--- src/rtl/classifier_feeder_pkg.sv ---
// Shared constants for the classifier feeder and the classifier it drives:
// default sizes, FSM state encoding and the two result codes.
package classifier_feeder_pkg;
   localparam int N_FEAT_DEF   = 30;
   localparam int WAIT_MAX_DEF = 16;
   localparam int ADDR_W       = 5;
   localparam int DATA_W       = 2;
   localparam int WEIGHT_W     = 9;

   localparam logic [2:0] ST_IDLE   = 3'd0;
   localparam logic [2:0] ST_ISSUE  = 3'd1;
   localparam logic [2:0] ST_STREAM = 3'd2;
   localparam logic [2:0] ST_WAIT   = 3'd3;
   localparam logic [2:0] ST_DONE   = 3'd4;

   localparam logic [1:0] RES_POS = 2'b01;
   localparam logic [1:0] RES_NEG = 2'b11;
endpackage

--- src/rtl/feat_store.sv ---
// Dual register file (feature data + weight) with one write port and a
// combinational read at the stream index; out-of-range addresses are inert.
module feat_store
   import classifier_feeder_pkg::*;
#(
   parameter int N_FEAT = N_FEAT_DEF
) (
   input  logic                clk,
   input  logic                rst,
   input  logic                wr_en,
   input  logic [ADDR_W-1:0]   wr_addr,
   input  logic [DATA_W-1:0]   wr_data,
   input  logic [WEIGHT_W-1:0] wr_weight,
   input  logic [ADDR_W-1:0]   rd_addr,
   output logic [DATA_W-1:0]   rd_data,
   output logic [WEIGHT_W-1:0] rd_weight
);
   localparam logic [ADDR_W:0] LIMIT = (ADDR_W+1)'(N_FEAT);

   logic [DATA_W-1:0]   data_q   [N_FEAT];
   logic [DATA_W-1:0]   data_d   [N_FEAT];
   logic [WEIGHT_W-1:0] weight_q [N_FEAT];
   logic [WEIGHT_W-1:0] weight_d [N_FEAT];

   always_comb begin
      data_d   = data_q;
      weight_d = weight_q;
      if (wr_en && ({1'b0, wr_addr} < LIMIT)) begin
         data_d[wr_addr]   = wr_data;
         weight_d[wr_addr] = wr_weight;
      end
   end

   always_ff @(posedge clk or negedge rst) begin
      if (!rst) begin
         for (int i = 0; i < N_FEAT; i++) begin
            data_q[i]   <= '0;
            weight_q[i] <= '0;
         end
      end else begin
         data_q   <= data_d;
         weight_q <= weight_d;
      end
   end

   assign rd_data   = ({1'b0, rd_addr} < LIMIT) ? data_q[rd_addr]   : '0;
   assign rd_weight = ({1'b0, rd_addr} < LIMIT) ? weight_q[rd_addr] : '0;
endmodule

--- src/rtl/classifier_feeder.sv ---
// Streams a stored feature/weight vector to an external classifier after a
// one-cycle enable, then waits (bounded) for its result and reports it.
module classifier_feeder
   import classifier_feeder_pkg::*;
#(
   parameter int N_FEAT   = N_FEAT_DEF,
   parameter int WAIT_MAX = WAIT_MAX_DEF
) (
   input  logic                clk,
   input  logic                rst,
   input  logic                wr_en,
   input  logic [ADDR_W-1:0]   wr_addr,
   input  logic [DATA_W-1:0]   wr_data,
   input  logic [WEIGHT_W-1:0] wr_weight,
   input  logic                bias_wr,
   input  logic [WEIGHT_W-1:0] bias_in,
   input  logic                start,
   output logic                busy,
   output logic                done,
   output logic [1:0]          label,
   output logic                timeout,
   output logic                cls_en,
   output logic [DATA_W-1:0]   cls_data,
   output logic [WEIGHT_W-1:0] cls_weight,
   output logic [WEIGHT_W-1:0] cls_bias,
   input  logic [1:0]          cls_result,
   input  logic                cls_ready,
   output logic [2:0]          dbg_state
);
   localparam int WC_W = $clog2(WAIT_MAX + 1);

   logic [2:0]          state_q, state_d;
   logic [ADDR_W-1:0]   cnt_q, cnt_d;
   logic [WC_W-1:0]     wcnt_q, wcnt_d;
   logic [1:0]          label_q, label_d;
   logic                timeout_q, timeout_d;
   logic [WEIGHT_W-1:0] bias_q, bias_d;
   logic [DATA_W-1:0]   rd_data;
   logic [WEIGHT_W-1:0] rd_weight;

   // Busy drops in DONE so writes and the next start are accepted right after.
   assign busy = (state_q == ST_ISSUE) || (state_q == ST_STREAM) || (state_q == ST_WAIT);

   feat_store #(.N_FEAT(N_FEAT)) u_store (
      .clk       (clk),
      .rst       (rst),
      .wr_en     (wr_en && !busy),
      .wr_addr   (wr_addr),
      .wr_data   (wr_data),
      .wr_weight (wr_weight),
      .rd_addr   (cnt_q),
      .rd_data   (rd_data),
      .rd_weight (rd_weight)
   );

   always_comb begin
      state_d   = state_q;
      cnt_d     = cnt_q;
      wcnt_d    = wcnt_q;
      label_d   = label_q;
      timeout_d = timeout_q;
      bias_d    = (bias_wr && !busy) ? bias_in : bias_q;
      case (state_q)
         ST_IDLE:   if (start) state_d = ST_ISSUE;
         ST_ISSUE: begin
            cnt_d   = '0;
            state_d = ST_STREAM;
         end
         ST_STREAM: begin
            if (cnt_q == ADDR_W'(N_FEAT - 1)) begin
               wcnt_d  = '0;
               state_d = ST_WAIT;
            end else begin
               cnt_d = cnt_q + 1'b1;
            end
         end
         ST_WAIT: begin
            // A ready on the last allowed cycle still wins over the timeout.
            if (cls_ready) begin
               label_d   = cls_result;
               timeout_d = 1'b0;
               state_d   = ST_DONE;
            end else if (wcnt_q == WC_W'(WAIT_MAX - 1)) begin
               label_d   = 2'b00;
               timeout_d = 1'b1;
               state_d   = ST_DONE;
            end else begin
               wcnt_d = wcnt_q + 1'b1;
            end
         end
         ST_DONE:   state_d = ST_IDLE;
         default:   state_d = ST_IDLE;
      endcase
   end

   always_ff @(posedge clk or negedge rst) begin
      if (!rst) begin
         state_q   <= ST_IDLE;
         cnt_q     <= '0;
         wcnt_q    <= '0;
         label_q   <= '0;
         timeout_q <= 1'b0;
         bias_q    <= '0;
      end else begin
         state_q   <= state_d;
         cnt_q     <= cnt_d;
         wcnt_q    <= wcnt_d;
         label_q   <= label_d;
         timeout_q <= timeout_d;
         bias_q    <= bias_d;
      end
   end

   assign done       = (state_q == ST_DONE);
   assign cls_en     = (state_q == ST_ISSUE);
   assign cls_data   = (state_q == ST_STREAM) ? rd_data   : '0;
   assign cls_weight = (state_q == ST_STREAM) ? rd_weight : '0;
   assign cls_bias   = bias_q;
   assign label      = label_q;
   assign timeout    = timeout_q;
   assign dbg_state  = state_q;
endmodule

--- config.mk ---
export PLATFORM = sky130hd
export DESIGN_NAME = classifier_feeder
export DESIGN_NICKNAME = d
export VERILOG_FILES = /design/src/rtl/classifier_feeder_pkg.sv /design/src/rtl/feat_store.sv /design/src/rtl/classifier_feeder.sv
export SDC_FILE = /design/constraint.sdc
export NUM_CORES = 1
export LEC_CHECK = 0
export ABC_AREA = 1
export CAP_MARGIN = 20
export CELL_PAD_IN_SITES_DETAIL_PLACEMENT = 1
export CELL_PAD_IN_SITES_GLOBAL_PLACEMENT = 2
export CORE_MARGIN = 4
export CORE_UTILIZATION = 37
export DETAILED_ROUTE_END_ITERATION = 10
export GPL_TIMING_DRIVEN = 0
export PLACE_DENSITY = 0.87
export SLEW_MARGIN = 20
export SYNTH_ARGS = -nofsm -noshare
export SYNTH_HDL_FRONTEND = slang
export SYNTH_SLANG_ARGS = --single-unit
--- constraint.sdc ---
create_clock -name clk -period 2.17 [get_ports clk]
set_input_delay 0.651 -clock clk [delete_from_list [all_inputs] [get_ports clk]]
set_output_delay 0.651 -clock clk [all_outputs]
set_load 0.02 [all_outputs]
# ---- Word-level counts from Yosys, hierarchy flattened
# Cells that the tools add are included.
# Widths: inputs -> output; s select.
dict set report classes {
  muxes 31
  add_sub_neg 2
  bitwise_logic 2
  magnitude_cmp 5
  n_eq_ne 12
  reduce_logical 15
}
# op count
set ops {}
lappend ops {{$bwmux 270} 1}
lappend ops {{$bwmux 60} 1}
lappend ops {{$bmux 9 s5} 1}
lappend ops {{$demux 9 s5} 1}
lappend ops {{$mux 9} 5}
lappend ops {{$mux 5} 4}
lappend ops {{$pmux 5 s2} 2}
lappend ops {{$mux 2} 7}
lappend ops {{$ge 6x6->1 const B} 2}
lappend ops {{$mux 3} 4}
lappend ops {{$not 5->6} 2}
lappend ops {{$pmux 3 s4} 1}
lappend ops {{$add 5x1->5 const B} 2}
lappend ops {{$bmux 2 s5} 1}
lappend ops {{$demux 2 s5} 1}
lappend ops {{$lt 5x5->1 const B} 2}
lappend ops {{$ne 2x2->1 const B} 4}
lappend ops {{$eq 3x2->1 const B} 2}
lappend ops {{$lt 6x1->1 const B} 1}
lappend ops {{$reduce_bool 2->1} 3}
lappend ops {{$eq 5x4->1 const B} 1}
lappend ops {{$eq 5x5->1 const B} 1}
lappend ops {{$logic_and 1x1->1} 4}
lappend ops {{$reduce_and 2->1} 2}
lappend ops {{other kinds (10)} 12}
dict set report totals {
  register_bits 355
  elab_cells 133
  inputBits 33
  output_inout_bits 29
}

# ---- Logic depth before layout (Yosys ltp)
dict set report depth {
  depth_word 6
  depth_mapped 12
  ltp_nobuf 10
}

# ---- Modules after synthesis
# Synthesis repeated with hierarchy kept, for this count alone.
dict set report hier_totals {
  hier_cells 2413
  area_unflattened_um2 17553.1
}
# module cells_per_inst instances area_each_um2 seq_area_each_um2
set modules_own_cells {}
lappend modules_own_cells {feat_store 2231 1 16224.3 8257.9}
lappend modules_own_cells {classifier_feeder 182 1 1328.8 625.6}

# ---- Worst setup path before layout
# No wires, ideal clock.
dict set report synth_path {
  path_kind {register to output}
  start {register state_q[2] (netlist: dbg_state[2])}
  end {output cls_data[0]}
  path_slack_ns -0.082
  required_time_ns 1.519
  t_arrival_ns 1.601
  n_path_buf 1
  stages_incl_launch_ff 7
  cell_sequence {dfrtp_1 -> nor2_1 -> nand2_1 -> a31oi_1 -> clkbuf_1 -> nand2_1 -> nor2_1}
}
dict set report synth_via {
  elab_chain_len 2
}
# element line_no
set synth_lines {}
lappend synth_lines {{start: declaration} classifier_feeder.sv:32} ;# logic [2:0] state_q, state_d;
lappend synth_lines {{start signal: assignment} classifier_feeder.sv:105} ;# state_q <= state_d;
lappend synth_lines {{$eq 3x2->1} classifier_feeder.sv:116} ;# assign cls_data = (state_q == ST_STREAM) ? rd_data : '0;
lappend synth_lines {{$mux 2} classifier_feeder.sv:116}
lappend synth_lines {{end: declaration} classifier_feeder.sv:23} ;# output logic [DATA_W-1:0] cls_data,
# No other way between the ends.

# ---- Worst setup path in the final report
dict set report layout_path {
  start {register cnt_q[0]}
  end {output cls_weight[1]}
}
dict set report layout_via {
  elab_chain_len 6
  elab_cells_between_ends 7
  cone_classes {order compare (1); mux (5); bitwise (1)}
}
# element line_no
set layout_lines {}
lappend layout_lines {{start: declaration} classifier_feeder.sv:33} ;# logic [ADDR_W-1:0] cnt_q, cnt_d;
lappend layout_lines {{start signal: assignment} classifier_feeder.sv:106} ;# cnt_q <= cnt_d;
lappend layout_lines {{$not 5->6 (not written as such)} feat_store.sv:47} ;# assign rd_weight = ({1'b0, rd_addr} < LIMIT) ? weight_q[rd_addr] : '0;
lappend layout_lines {{$bmux 9 s5} feat_store.sv:47}
lappend layout_lines {{$mux 9 (not written as such) (2 in a row)} feat_store.sv:47}
lappend layout_lines {{$mux 9 (*)} feat_store.sv:47}
lappend layout_lines {{$mux 9 (*)} classifier_feeder.sv:117} ;# assign cls_weight = (state_q == ST_STREAM) ? rd_weight : '0;
lappend layout_lines {{end: declaration} classifier_feeder.sv:24} ;# output logic [WEIGHT_W-1:0] cls_weight,
# Every way passes the cells marked *; elsewhere a longest branch is shown, timed or not. The select of a mux whose other input is x is not followed.

==> impl_metrics.ini <==
[drt]
drt-wirelength-per-cell_um = 21.80
drc = 0
vias = 16150
dr.first_iter.drc_count = 936
drtAntennaViolNets = 0
wirelength_um = 68160
via_per_inst = 5.166
firstDrtPassIters = 4

[timing]
finClkSkew_ns = 0.02302
fmax_mhz = 322.9
layout_min_cycle_time_ns = 3.097
hold_violations = 2
setup_viol = 11
rsz0062_at_grt = yes
worst_slack_ns = -0.9274
worst_slew_pin_slew_ns = 1.115
slew-limit-headroom = 0.2567
fin_crit_sh = 1.427
finalSetupTns_ns = -9.747
slew_viol_final = 0
holdWs_ns = -0.002958

[floorplanning]
die_h_um = 228.5
die-width_um = 228.5
row_count = 80
die_area_sq_um = 52220
core_area_sq_um = 47950
start_util = 0.3752
ios = 62

[synth]
synth_edf_count = 0
postSynthAreaPerCell_sq_um = 7.656
synthCells = 2350
syn_nets = 2387
ys_seq_area_frac = 0.4938
synth_top_cell_area_share = 0.4938
synthesis.area_sq_um = 17990
synthTopCellsByArea = dfrtp_1 49%, nand2_1 19%, inv_1 5.3%
ys_types = 33
async_flop_share = 1.000
synth_area_leader_cell = dfrtp_1
ys_ff_latch = 355
synth_warnings = 0
ys.flop_type = dfrtp_1

[clock_network]
cts_tree = built
cts_buffers = 44
cts.clk_slew.worst_paths_ns = 0.06
cts_sinks = 355
cts_max_path_buffers = 3
cts_hold_buf = 0
htreeDepth = 2
cts_root_buf = clkbuf_16
insertion_delay_ns = 0.60

[global_routing]
grt.total_usage = 0.2561
grt_overflow = 0
global_route.usage.met1 = 0.3313
grt_pass1_wl_um = 102800
antenna_found_initial = 0
grt_pass1_vias = 16960
grt.met3_usage = 0.04275
grt_start_max_net_pins = 94
busiest_layer = met2
grt.met2_usage = 0.4223

[final_layout]
most-common-layout-cells = 818 x nand2_1, 352 x dfrtp_1, 252 x inv_1
synthToLayoutAreaGrowth_pct = 26.89
final_common_cell = nand2_1
multi_input_area_sq_um = 8172
n_fill_cell = 5719
n_antenna_cell = 0
instances_no_fill = 3126
regArea_sq_um = 8887
drive_gt1_frac = 0.2202
nets = 2517

[setup_path]
r2r_start = cnt_q[1]
r2r_slack_ns = 0.06
endpoint_kind = output pin
reg2reg_depth = 9
cp.arrival_ns = 2.45
cp_max_fo = 10
startpoint = cnt_q[0]
critPathLaunchType = flop
critPathKind = flop to output pin
crit_end = cls_weight[1]
rr_endpoint = cnt_q[4]
cp.required_ns = 1.52

[placed_design]
dpl.hpwl_um = 48590
dpl.cell_count = 3030
io_buffers = 61
gp_congestion = 0.9385

[power]
p_total_w = 0.03026
max-vdd-ir-drop_mv = 0.7232
cellLeakagePower_nw = 11.19
power_density_nw_per_um2 = 1326

[flow_run]
maxCapViolCount = 0

[run_status]
outcome = complete, but fails checks
violations = negative hold slack, negative setup slack

[min_path]
hp-class = input pin to asynchronous set/reset pin
==> how the worst min path moves through the flow <==
stage | cells past startpoint | slack (ns) | end | startpoint
6_report | 1 | -0.003 | u_store.weight_q[76] | rst
5_1_grt | 1 | 0.02 | u_store.weight_q[76] | rst
4_1_cts | 1 | 0.004 | u_store.weight_q[77] | rst
3_5_place_dp | 2 | 0.47 | u_store.weight_q[143] | u_store.weight_q[143]
3_3_place_gp | 2 | 0.46 | u_store.weight_q[44] | u_store.weight_q[44]
2_1_floorplan | 0 | 0.36 | cls_bias[0] | rst
==> registers in the layout, summed over array words and instances (netlist names) <==
register          cells
cls_bias              9
cnt_q                 5
dbg_state             3
label                 2
timeout               1
u_store.data_q       60
u_store.weight_q    270
wcnt_q                5
==> repair_timing <==
action,in CTS,in global routing
pin swaps,35,73
cloned,3,5
setup buffers,6,5
endpoints found under the setup margin,123,169
gates resized for setup,333,212
==> kinds of logic after synthesis <==
family | share of synthesized area
AO/OA/AOI/OAI | 0.1152
flip-flops | 0.4938
buffers and inverters | 0.1095
AND/OR/NAND/NOR | 0.2727
XOR/XNOR | 0.0004869
multiplexers | 0.005633
adder cells (fa/ha/maj) | 0.002782
==> Yosys cell counts (all sizes together) (3+ instances only) <==
cell and count:
a21oi 24, buf 90, clkbuf 73, dfrtp 355
ha 4, inv 258, mux2 9, nand2 920
nand3 183, nand4 4, nor2 82, nor3 3
o21ai 338
==> critical path, stage by stage, from the launching register on <==
cell and delay (ns):
dfrtp_1 0.39, buf_6 0.16, buf_12 0.16, buf_6 0.15, nand2_1 0.14, nand3_2 0.10
nand3_2 0.09, nand2_2 0.08, nor2_4 0.19, nor2_4 0.07, nor2_4 0.18, buf_6 0.14
==> per-stage QoR <==
stage / hold WS [ns] / area (sq um) / util / setup slack, ns
after floorplan: 0.3554 / 18020 / - / 0.01407
after global placement: 0.4641 / 19400 / 0.4046 / -15.67
after detailed placement: 0.4688 / 19520 / 0.4070 / -1.492
after CTS: 0.003837 / 21900 / 0.4568 / -0.9702
after global routing: 0.02336 / 22830 / 0.4761 / -0.9950
final: -0.002958 / 22830 / 0.4761 / -0.9274
==> area by class of cell <==
class                           instances  share of cell area
Buffer                                163             0.06429
Clock buffer                           64             0.05766
Clock inverter                         13            0.008770
Tap cell                              615             0.03371
Timing Repair Buffer                   84             0.04489
Multi-Input combinational cell       1574              0.3580
Inverter                              258             0.04341
Sequential cell                       355              0.3893
==> layer usage <==
metal,vias to the layer above,routed length [um],part of all wire
li1,7596,-,-
met1,8046,29150,0.43
met2,356,32450,0.48
met3,150,2956,0.043
met4,0,3592,0.053
met5,-,0,0
==> where the power goes <==
group / total [W] / switching (W) / internal [W] / leakage, nW
sequential: 0.00974 / 0.00114 / 0.00860 / 4.76
combinational: 0.0128 / 0.00794 / 0.00484 / 5.69
clock: 0.00774 / 0.00305 / 0.00469 / 0.744
Note: power is estimated with default switching activity, not from simulation.
